==> src/rtl/mem_access_unit.sv <==
// mem_access_unit: bridges controller load/store requests to a word-only,
// little-endian memory. Sub-word stores are read-modify-write, loads are
// extended, misaligned requests are rejected without touching memory.
//
// state | meaning
// IDLE  | waiting for req; latches the request on acceptance
// RD    | mem_mrd high; read word captured on the edge leaving RD
// WR    | mem_mwr high; merged word written on the edge leaving WR
// DONE  | done pulse; err qualifies it for rejected requests
module mem_access_unit #(
    parameter int unsigned ADDR_W      = 32,
    parameter bit          ALIGN_CHECK = 1'b1
) (
    input  logic              clk_i,
    input  logic              rst_n_i,
    input  logic              req_i,
    input  logic              we_i,
    input  logic [1:0]        size_i,
    input  logic              sign_ext_i,
    input  logic [ADDR_W-1:0] addr_i,
    input  logic [31:0]       wdata_i,
    output logic              busy_o,
    output logic              done_o,
    output logic              err_o,
    output logic [31:0]       rdata_o,
    output logic [ADDR_W-1:0] mem_adr_o,
    output logic [31:0]       mem_d_in_o,
    output logic              mem_mrd_o,
    output logic              mem_mwr_o,
    input  logic [31:0]       mem_d_out_i
);

    typedef enum logic [1:0] {S_IDLE, S_RD, S_WR, S_DONE} state_t;

    localparam logic [1:0] SZ_BYTE = 2'b00;
    localparam logic [1:0] SZ_HALF = 2'b01;
    localparam logic [1:0] SZ_WORD = 2'b10;
    localparam logic [1:0] SZ_RSVD = 2'b11;

    state_t              state_q, state_d;
    logic [ADDR_W-1:0]   addr_q, addr_d;
    logic                we_q, we_d;
    logic [1:0]          size_q, size_d;
    logic                sign_q, sign_d;
    logic [31:0]         wdata_q, wdata_d;
    logic                err_q, err_d;
    logic [31:0]         merge_q, merge_d;
    logic [31:0]         rdata_q, rdata_d;

    logic                misalign;
    logic [1:0]          lane;
    logic [31:0]         rd_shift;
    logic [15:0]         rd_half;
    logic [31:0]         load_ext;
    logic [31:0]         merged;

    // State and latched request registers, synchronous active-low reset
    always_ff @(posedge clk_i) begin
        if (!rst_n_i) begin
            state_q <= S_IDLE;
            addr_q  <= '0;
            we_q    <= 1'b0;
            size_q  <= 2'b00;
            sign_q  <= 1'b0;
            wdata_q <= '0;
            err_q   <= 1'b0;
            merge_q <= '0;
            rdata_q <= '0;
        end else begin
            state_q <= state_d;
            addr_q  <= addr_d;
            we_q    <= we_d;
            size_q  <= size_d;
            sign_q  <= sign_d;
            wdata_q <= wdata_d;
            err_q   <= err_d;
            merge_q <= merge_d;
            rdata_q <= rdata_d;
        end
    end

    // Alignment check on the incoming request; reserved size always rejects
    always_comb begin
        misalign = (size_i == SZ_RSVD);
        if (ALIGN_CHECK) begin
            if (size_i == SZ_HALF && addr_i[0])
                misalign = 1'b1;
            if (size_i == SZ_WORD && addr_i[1:0] != 2'b00)
                misalign = 1'b1;
        end
    end

    // Effective lane; without the check, half/word lane bits are dropped
    always_comb begin
        lane = addr_q[1:0];
        if (!ALIGN_CHECK) begin
            if (size_q == SZ_HALF) lane[0] = 1'b0;
            if (size_q == SZ_WORD) lane    = 2'b00;
        end
    end

    // Load extraction and extension from the combinational memory read
    always_comb begin
        rd_shift = mem_d_out_i >> {lane, 3'b000};
        rd_half  = lane[1] ? mem_d_out_i[31:16] : mem_d_out_i[15:0];
        case (size_q)
            SZ_BYTE: load_ext = {{24{sign_q & rd_shift[7]}}, rd_shift[7:0]};
            SZ_HALF: load_ext = {{16{sign_q & rd_half[15]}}, rd_half};
            default: load_ext = mem_d_out_i;
        endcase
    end

    // Store word: replace only the addressed lanes of the read-back word
    always_comb begin
        merged = merge_q;
        case (size_q)
            SZ_BYTE: merged[{lane, 3'b000} +: 8]        = wdata_q[7:0];
            SZ_HALF: merged[{lane[1], 4'b0000} +: 16]   = wdata_q[15:0];
            default: merged                              = wdata_q;
        endcase
    end

    // Next-state logic and request/result capture
    always_comb begin
        state_d = state_q;
        addr_d  = addr_q;
        we_d    = we_q;
        size_d  = size_q;
        sign_d  = sign_q;
        wdata_d = wdata_q;
        err_d   = err_q;
        merge_d = merge_q;
        rdata_d = rdata_q;
        case (state_q)
            S_IDLE: begin
                if (req_i) begin
                    addr_d  = addr_i;
                    we_d    = we_i;
                    size_d  = size_i;
                    sign_d  = sign_ext_i;
                    wdata_d = wdata_i;
                    err_d   = misalign;
                    if (misalign)
                        state_d = S_DONE;
                    else if (we_i && size_i == SZ_WORD)
                        state_d = S_WR;
                    else
                        state_d = S_RD;
                end
            end
            S_RD: begin
                if (we_q) begin
                    merge_d = mem_d_out_i;
                    state_d = S_WR;
                end else begin
                    rdata_d = load_ext;
                    state_d = S_DONE;
                end
            end
            S_WR:    state_d = S_DONE;
            default: state_d = S_IDLE;
        endcase
    end

    // Status and memory-side outputs decoded from the state register only
    always_comb begin
        busy_o     = (state_q != S_IDLE);
        done_o     = (state_q == S_DONE);
        err_o      = (state_q == S_DONE) && err_q;
        rdata_o    = rdata_q;
        mem_adr_o  = '0;
        mem_d_in_o = '0;
        mem_mrd_o  = 1'b0;
        mem_mwr_o  = 1'b0;
        case (state_q)
            S_RD: begin
                mem_mrd_o = 1'b1;
                mem_adr_o = {addr_q[ADDR_W-1:2], 2'b00};
            end
            S_WR: begin
                mem_mwr_o  = 1'b1;
                mem_adr_o  = {addr_q[ADDR_W-1:2], 2'b00};
                mem_d_in_o = merged;
            end
            default: ;
        endcase
    end

endmodule

==> config.mk <==
export PLATFORM = sky130hd
export DESIGN_NAME = mem_access_unit
export DESIGN_NICKNAME = d
export VERILOG_FILES = /design/src/rtl/mem_access_unit.sv
export SDC_FILE = /design/constraint.sdc
export NUM_CORES = 1
export LEC_CHECK = 0
export ABC_AREA = 1
export ABC_CLOCK_PERIOD_IN_PS = 2300
export BUFFER_PORTS_ARGS = -buffer_cell sky130_fd_sc_hd__buf_2
export CAP_MARGIN = 0
export CORE_ASPECT_RATIO = 1.75
export CORE_UTILIZATION = 45
export CTS_BUF_LIST = sky130_fd_sc_hd__clkbuf_2 sky130_fd_sc_hd__clkbuf_4 sky130_fd_sc_hd__clkbuf_8
export DETAILED_ROUTE_END_ITERATION = 6
export PLACE_DENSITY = 0.74
export SYNTH_ARGS = -nofsm -noshare
export SYNTH_HDL_FRONTEND = slang
export SYNTH_SLANG_ARGS = --single-unit
==> constraint.sdc <==
create_clock -name clk_i -period 2.3 [get_ports clk_i]
set_clock_uncertainty 0.15 [all_clocks]
set_input_delay 0.345 -clock clk_i [delete_from_list [all_inputs] [get_ports clk_i]]
set_output_delay 0.345 -clock clk_i [all_outputs]
set_load 0.02 [all_outputs]
Word level (Yosys, flattened, before mapping)
Index checks and enable logic that the tools add are counted.
{ "totals": {"register_bits": 135, "input_bits": 103, "out_inout_bits": 101} }
{ "classes": {"addsub": 2, "n_eq_ne": 8, "shifts": 5, "mux": 16, "bitwise": 3, "reduce_logical": 12} }
{ "ops": {"columns": ["cell", "n"], "rows": [
  ["$pmux W32 S2", 2],
  ["$bwmux W32", 2],
  ["$mux W32", 2],
  ["$shift A16 B7 Y32 const A", 1],
  ["$shift A8 B7 Y32 const A", 1],
  ["$shiftx A16 B7 Y32", 1],
  ["$shiftx A8 B7 Y32", 1],
  ["$shr A32 B5 Y8", 1],
  ["$mux W16", 1],
  ["$neg A5 Y7", 2],
  ["$eq A2 B2 Y1 const B", 4],
  ["$eq A2 B1 Y1 const B", 3],
  ["$mux W2", 3],
  ["$pmux W2 S3", 1],
  ["$reduce_and A2 Y1", 3],
  ["$mux W1", 5],
  ["$logic_and A1 B1 Y1", 4],
  ["$logic_not A2 Y1", 2],
  ["$reduce_bool A2 Y1", 2],
  ["$and A1 B1 Y1", 2],
  ["$ne A2 B2 Y1 const B", 1],
  ["$reduce_or A2 Y1", 1],
  ["$not A1 Y1", 1]
]} }

Depth between registers and ports, before layout
Gate-level depths: netlist of run 1.
{ "depth": {"word_depth": 7, "mapped_depth": 11, "mapped_depth_nobuf": 9} }

Worst setup path before layout of run 1
OpenSTA, ideal clock, no wires.
{ "synth_timing": {"path_type": "reg-to-output", "start": "register addr_q[1]", "end": "output port mem_d_in_o[29]", "arrival_ns": 2.123, "slack_ns": -0.318, "path_stages_with_launch": 12, "path_buffers": 4, "path_cell_list": "dfxtp_1 buf_4 inv_2 buf_4 buf_2 ha_1 inv_1 clkbuf_1 nand3_1 o22ai_1 nand2_1 a21oi_1"} }
{ "synth_via": {"elab_chain_cells": 5, "word_cells_on_any_way": 10, "cone_classes": "add/sub: 2; shift: 4; mux: 4"} }
{ "synth_lines": {"columns": ["item", "line", "source"], "rows": [
  ["start, declared", "41", "logic [ADDR_W-1:0] addr_q, addr_d;"],
  ["start signal, assigned", "71", "addr_q <= addr_d;"],
  ["$neg A5 Y7 (on tied branches)", "118, 117", null],
  ["$shiftx A16 B7 Y32 (tied with other cells)", "118", "SZ_HALF: merged[{lane[1], 4'b0000} +: 16] = wdata_q[15:0];"],
  ["$bwmux W32 (on tied branches)", "118, 117", null],
  ["$pmux W32 S2 (*)", "116", "case (size_q)"],
  ["$mux W32 (*)", "175", "case (state_q)"],
  ["end, declared", "27", "output logic [31:0] mem_d_in_o,"]
]} }
Mark *: on every way between the ends. The rest lies on a longest branch, timed or not.

Worst setup path after layout of run 1
{ "layout_timing": {"start": "register addr_q[0]", "end": "output port mem_d_in_o[21]"} }
{ "layout_via": {"elab_chain_cells": 5, "word_cells_on_any_way": 6, "cone_classes": "add/sub: 1; shift: 2; mux: 3"} }
{ "layout_lines": {"columns": ["item", "line", "source"], "rows": [
  ["$neg A5 Y7 (*)", "117", "SZ_BYTE: merged[{lane, 3'b000} +: 8] = wdata_q[7:0];"],
  ["$shiftx A8 B7 Y32 or $shift A8 B7 Y32 (tied branches)", "117", null],
  ["$bwmux W32 (*)", "117", null],
  ["$pmux W32 S2 (*)", "116", null],
  ["$mux W32 (*)", "175", null]
]} }
Marked as above.

==> flow_metrics.tcl, run 1 <==
set metrics [dict create \
    status "finished with violations" \
    violations "negative setup slack" \
    grt_usage 0.317 \
    antenna_found_initial 4 \
    ant_nets 0 \
    place_ws_ps 96.7 \
    hold_end "wdata_q[26]$_SDFFE_PN0P_" \
    ff2ff_setup_slack_ps 330 \
    arrival_ps 2030 \
    io_buffers 201 \
    syn_area_per_cell_sq_um 6.55 \
    clock_path_buffers 2 \
    hold_viol 0 \
    fin_crit_sh 1.10 \
    worst_pin_slew_ps 635 \
    routed_via_density 5.33 \
    synth_cells 1026 \
    finalNetCount 1375 \
    relSlewSlack 0.576 \
    vdd_drop_max_uv 783 \
    hp-start "wdata_i[26]" \
    htree_levels 4 \
    holdWs_ps 9.30 \
    p_leak_nw 4.37 \
    root_buffer "clkbuf_8" \
    start_util 0.463 \
    overflow 0 \
    num_rows 58 \
    yosys_register_bits 135 \
    yosysSeqAreaShare 0.402 \
    whs_path_depth 3 \
    num_vias 7788 \
    area_growth_pct 43.6 \
    total_power_mw 10.7 \
    critPathKind "flop to primary output" \
    path_max_fanout 8 \
    core_area_sq_um 14500 \
    rr_endpoint "rdata_o[10]$_SDFFE_PN0P_" \
    drt_iter0_markers 484 \
    dp_hpwl_mm 16.9 \
    dieWidth_microns 94.4 \
    finalWirelength_mm 24.7 \
    worstSetupStartpointType "flop" \
    cts_buffers 17 \
    dieArea_sq_um 15500 \
    clkTransAtPathRegs_ps 80 \
    setup_ws_ps -227 \
    fin_crit_ps 2530 \
    r2r_cells 11 \
    cap_violations 0 \
    die_h_microns 164 \
    grt_max_degree 88 \
    grt_first_pass_wirelength_mm 37.3 \
    rr_startpoint "size_q[1]$_SDFFE_PN0P_" \
    rsz0062_at_grt "yes" \
    cts_tree "yes" \
    syn_area_sq_um 6720 \
    max_freq_mhz 396 \
    tns_ps -4820 \
    grt_pass1_vias 7496 \
    io_pins 204 \
    min_path_type "primary input to flop" \
    clock-sinks 135 \
    crit_path_end_kind "primary output" \
    synth-warning-count 0 \
    cp.required_ps 1800 \
    wl_per_cell_microns 16.9 \
    ys_types 25 \
    place.gp.congestion 0.956 \
    setup_violations 32 \
    ys.flop_type "dfxtp_1" \
    finalMaxSlewViolations 0 \
    firstDrtPassIters 5 \
    synthArstFlopShare 0 \
    clock_latency_ps 470 \
    drc 0 \
    synth-edff-count 0 \
    powerDensity_nw_per_um2 1110 \
    drive_above_1_share 0.286 \
]
-- layout make-up --
cell class,count,area (sq um)
clock inverters,14,135
well taps,180,225
repair inverters,1,7.51
diodes,4,10.0
fillers,1334,4860
flip-flops and latches,135,2710
repair buffers,288,2070
clock buffers,18,241
multi-input cells,717,3860
inverters,103,397
-- cells by family (layout without fill, tap and decap cells) --
kind of cell             after synthesis  in the layout  share of synthesized area
AND/OR/NAND/NOR                      374            374                      0.217
other                                  1              6                   0.000558
adder cells (fa/ha/maj)                9              9                     0.0167
AO/OA/AOI/OAI                        332            332                      0.259
flip-flops                           135            135                      0.402
buffers and inverters                175            424                      0.105
-- through the flow --
step           std cells  utilization  instance area, sq um
2_1_floorplan       1027            -                  7020
3_3_place_gp        1372        0.573                  8320
3_5_place_dp        1372        0.573                  8320
4_1_cts             1451        0.656                  9520
5_1_grt             1460        0.665                  9660
6_report            1460        0.665                  9660
-- cells in the mapped netlist (8+ instances only) --
master,n,share of area
nand2_1,195,0.11
buf_2,8,0.0060
nand4_1,8,0.0074
dfxtp_1,135,0.40
buf_4,8,0.0089
ha_1,9,0.017
clkbuf_1,49,0.027
nand3_1,18,0.013
nor2_1,148,0.083
a21oi_1,149,0.11
inv_1,98,0.055
o21ai_0,143,0.11
o22ai_1,24,0.022
-- registers in the layout (all words and copies together), names as in the netlist --
register	cells
addr_q	32
err_q	1
merge_q	32
rdata_o	32
sign_q	1
size_q	2
state_q	2
wdata_q	32
we_q	1
-- layer usage --
| metal | global-route usage | vias up | share of wire |
|---|---|---|---|
| met3 | 0.0694 | 83 | 0.066 |
| met5 | 0 | - | 0 |
| li1 | - | 3821 | - |
| met1 | 0.332 | 3540 | 0.36 |
| met2 | 0.553 | 344 | 0.51 |
| met4 | 0.218 | 0 | 0.060 |
-- critical path, stage by stage, from the launching register on --
cell,delay (ps)
dfxtp_4,370
inv_4,50
ha_4,270
inv_4,40
nor2_4,170
nand3_4,170
o22ai_2,140
nand2_1,110
a21oi_4,140
buf_6,130
-- cell usage in the layout (no fill, tap or decap), drive strengths merged, types with 8 or more instances in the layout --
cell / n
inv: 110
buf: 241
dfxtp: 135
nor2: 150
o22ai: 24
nand4: 8
o21ai: 144
a21oi: 149
nand3: 18
clkbuf: 19
dlygate4sd3: 46
nand2: 197
ha: 9
-- report_power, final --
| group | internal (mW) | leakage (nW) | total [mW] | switching [mW] |
|---|---|---|---|---|
| logic | 1.93 | 3.07 | 5.43 | 3.50 |
| clock network | 0.810 | 0.188 | 1.91 | 1.10 |
| registers | 2.97 | 1.11 | 3.38 | 0.410 |
-- worst max-delay path by stage --
stage | from | end | slack [ps] | depth (start not counted)
after floorplan | addr_q[1]$_SDFFE_PN0P_ | mem_d_in_o[16] | 0.9 | 11
after global placement | addr_q[0]$_SDFFE_PN0P_ | mem_d_in_o[10] | 130 | 8
after detailed placement | addr_q[0]$_SDFFE_PN0P_ | mem_d_in_o[24] | 100 | 8
after CTS | addr_q[0]$_SDFFE_PN0P_ | mem_d_in_o[21] | -200 | 9
after global routing | addr_q[0]$_SDFFE_PN0P_ | mem_d_in_o[20] | -300 | 9
final | addr_q[0]$_SDFFE_PN0P_ | mem_d_in_o[21] | -230 | 9
-- repair_timing --
| action | 4_1_cts | 5_1_grt |
|---|---|---|
| buffers inserted | 2 | 2 |
| pin swaps | 23 | 9 |
| hold endpoints to repair | 45 | 1 |
| cloned | 0 | 2 |
| endpoints found under the setup margin | 62 | 62 |
| gates resized for setup | 97 | 18 |
| hold buffers | 45 | 1 |
Note: power is estimated with default switching activity, not from simulation.
==> inputs of run 2 (changes only) <==
RECOVER_POWER = 25   (was not set)
==> flow_metrics.tcl, run 2 (synthesis results as in run 1) <==
set metrics [dict create \
    status "finished with violations" \
    violations "negative setup slack" \
    crit_path_end_kind "primary output" \
    fin_util 0.660 \
    worst_pin_slew_ps 731 \
    min_path_type "primary input to flop" \
    dp_cells 1372 \
    dieArea_sq_um 15500 \
    die_h_microns 164 \
    fillers 1355 \
    finalWirelength_mm 24.7 \
    hold_viol 0 \
    root_buffer "clkbuf_8" \
    finalMaxSlewViolations 0 \
    clock_latency_ps 470 \
    place.gp.congestion 0.956 \
    start_util 0.463 \
    wl_per_cell_microns 16.9 \
    fin_cells 1460 \
    area_growth_pct 42.4 \
    mostFrequentLayoutCells "nand2_1 (188), nor2_1 (145), buf_2 (144), o21ai_0 (138), dfxtp_1 (132)" \
    grt_first_pass_wirelength_mm 37.3 \
    p_leak_nw 4.23 \
    overflow 0 \
    dieWidth_microns 94.4 \
    setup_violations 62 \
    path_max_fanout 8 \
    num_rows 58 \
    drc 0 \
    critPathKind "flop to primary output" \
    core_area_sq_um 14500 \
    grt_pass1_vias 7496 \
    cts_tree "yes" \
    ant_nets 0 \
    tns_ps -7260 \
    num_vias 7838 \
    cap_violations 0 \
    clock_path_buffers 2 \
    rsz0062_at_grt "yes" \
    fin_crit_ps 2530 \
    clock-sinks 135 \
    max_freq_mhz 395 \
    grt_usage 0.317 \
    drive_above_1_share 0.259 \
    layout_commonest_cell "nand2_1" \
    setup_ws_ps -229 \
    fin_crit_sh 1.10 \
    hp-start "wdata_i[26]" \
    dp_hpwl_mm 16.9 \
    grt_max_degree 88 \
    startpoint "addr_q[0]$_SDFFE_PN0P_" \
    worstSetupStartpointType "flop" \
    relSlewSlack 0.513 \
    routed_via_density 5.37 \
    antenna_found_initial 4 \
    multi_input_area_sq_um 3840 \
    register_area_sq_um 2710 \
    arrival_ps 2030 \
    finalNetCount 1375 \
    rr_startpoint "state_q[1]$_SDFFE_PN0P_" \
    io_buffers 201 \
    holdWs_ps 3.61 \
    htree_levels 4 \
    powerDensity_nw_per_um2 1100 \
    clkTransAtPathRegs_ps 80 \
    drt_iter0_markers 494 \
    io_pins 204 \
    firstDrtPassIters 5 \
    cts_buffers 17 \
    vdd_drop_max_uv 774 \
    cp.required_ps 1800 \
]
-- run 2: path summary, 6_finish.rpt --
check,endpoint,slack [ps],cells past startpoint
worst max-delay path,mem_d_in_o[21],-230,9
worst min-delay path,wdata_q[26]$_SDFFE_PN0P_,4,3
worst max register to register,size_q[0]$_SDFFE_PN0P_,160,6
worst min register to register,merge_q[6]$_SDFFE_PN0P_,330,2
-- run 2: worst max-delay path, stage by stage (launching register included) --
cell     delay [ps]
dfxtp_4         370
inv_4            50
ha_4            270
inv_4            40
nor2_4          160
nand3_4         170
o22ai_2         140
nand2_1         110
a21oi_4         140
buf_6           130
-- run 2: final cells by class --
type,instances,share of cell area
Tap cell,180,0.0235
Clock inverter,14,0.0141
Timing Repair inverter,1,0.000784
Inverter,103,0.0414
Timing Repair Buffer,288,0.210
Sequential cell,135,0.283
Multi-Input combinational cell,717,0.401
Clock buffer,18,0.0252
Antenna cell,4,0.00105
-- run 2: metrics by stage --
step	instance area, sq um	power (mW)	setup slack, ps
final	9580	10.6	-229
after global routing	9580	11.2	-296
after detailed placement	8320	8.12	96.7
after floorplan	7020	6.52	0.865
after global placement	8320	8.05	131
after CTS	9520	10.4	-204
-- run 2: metal layers --
metal  track usage  up-vias  part of all wire
met4         0.218        0             0.059
met2         0.553      347              0.52
li1              -     3828                 -
met1         0.332     3584              0.36
met3        0.0694       79             0.065
met5             0        -                 0
-- run 2: what timing repair did --
item                       CTS  global route
setup endpoints to repair   62            62
pin swaps                   23             9
hold buffers                45             1
gates resized for setup     97            18
gates cloned                 0             2
hold endpoints to repair    45             1
buffers inserted             2             2
-- run 2: where the power goes --
group / leakage [nW] / total (mW) / switching (mW) / internal, mW
clock network: 0.188 / 1.91 / 1.10 / 0.810
registers: 1.11 / 3.38 / 0.412 / 2.96
logic: 2.93 / 5.29 / 3.48 / 1.81
total: 4.23 / 10.6 / 4.99 / 5.59
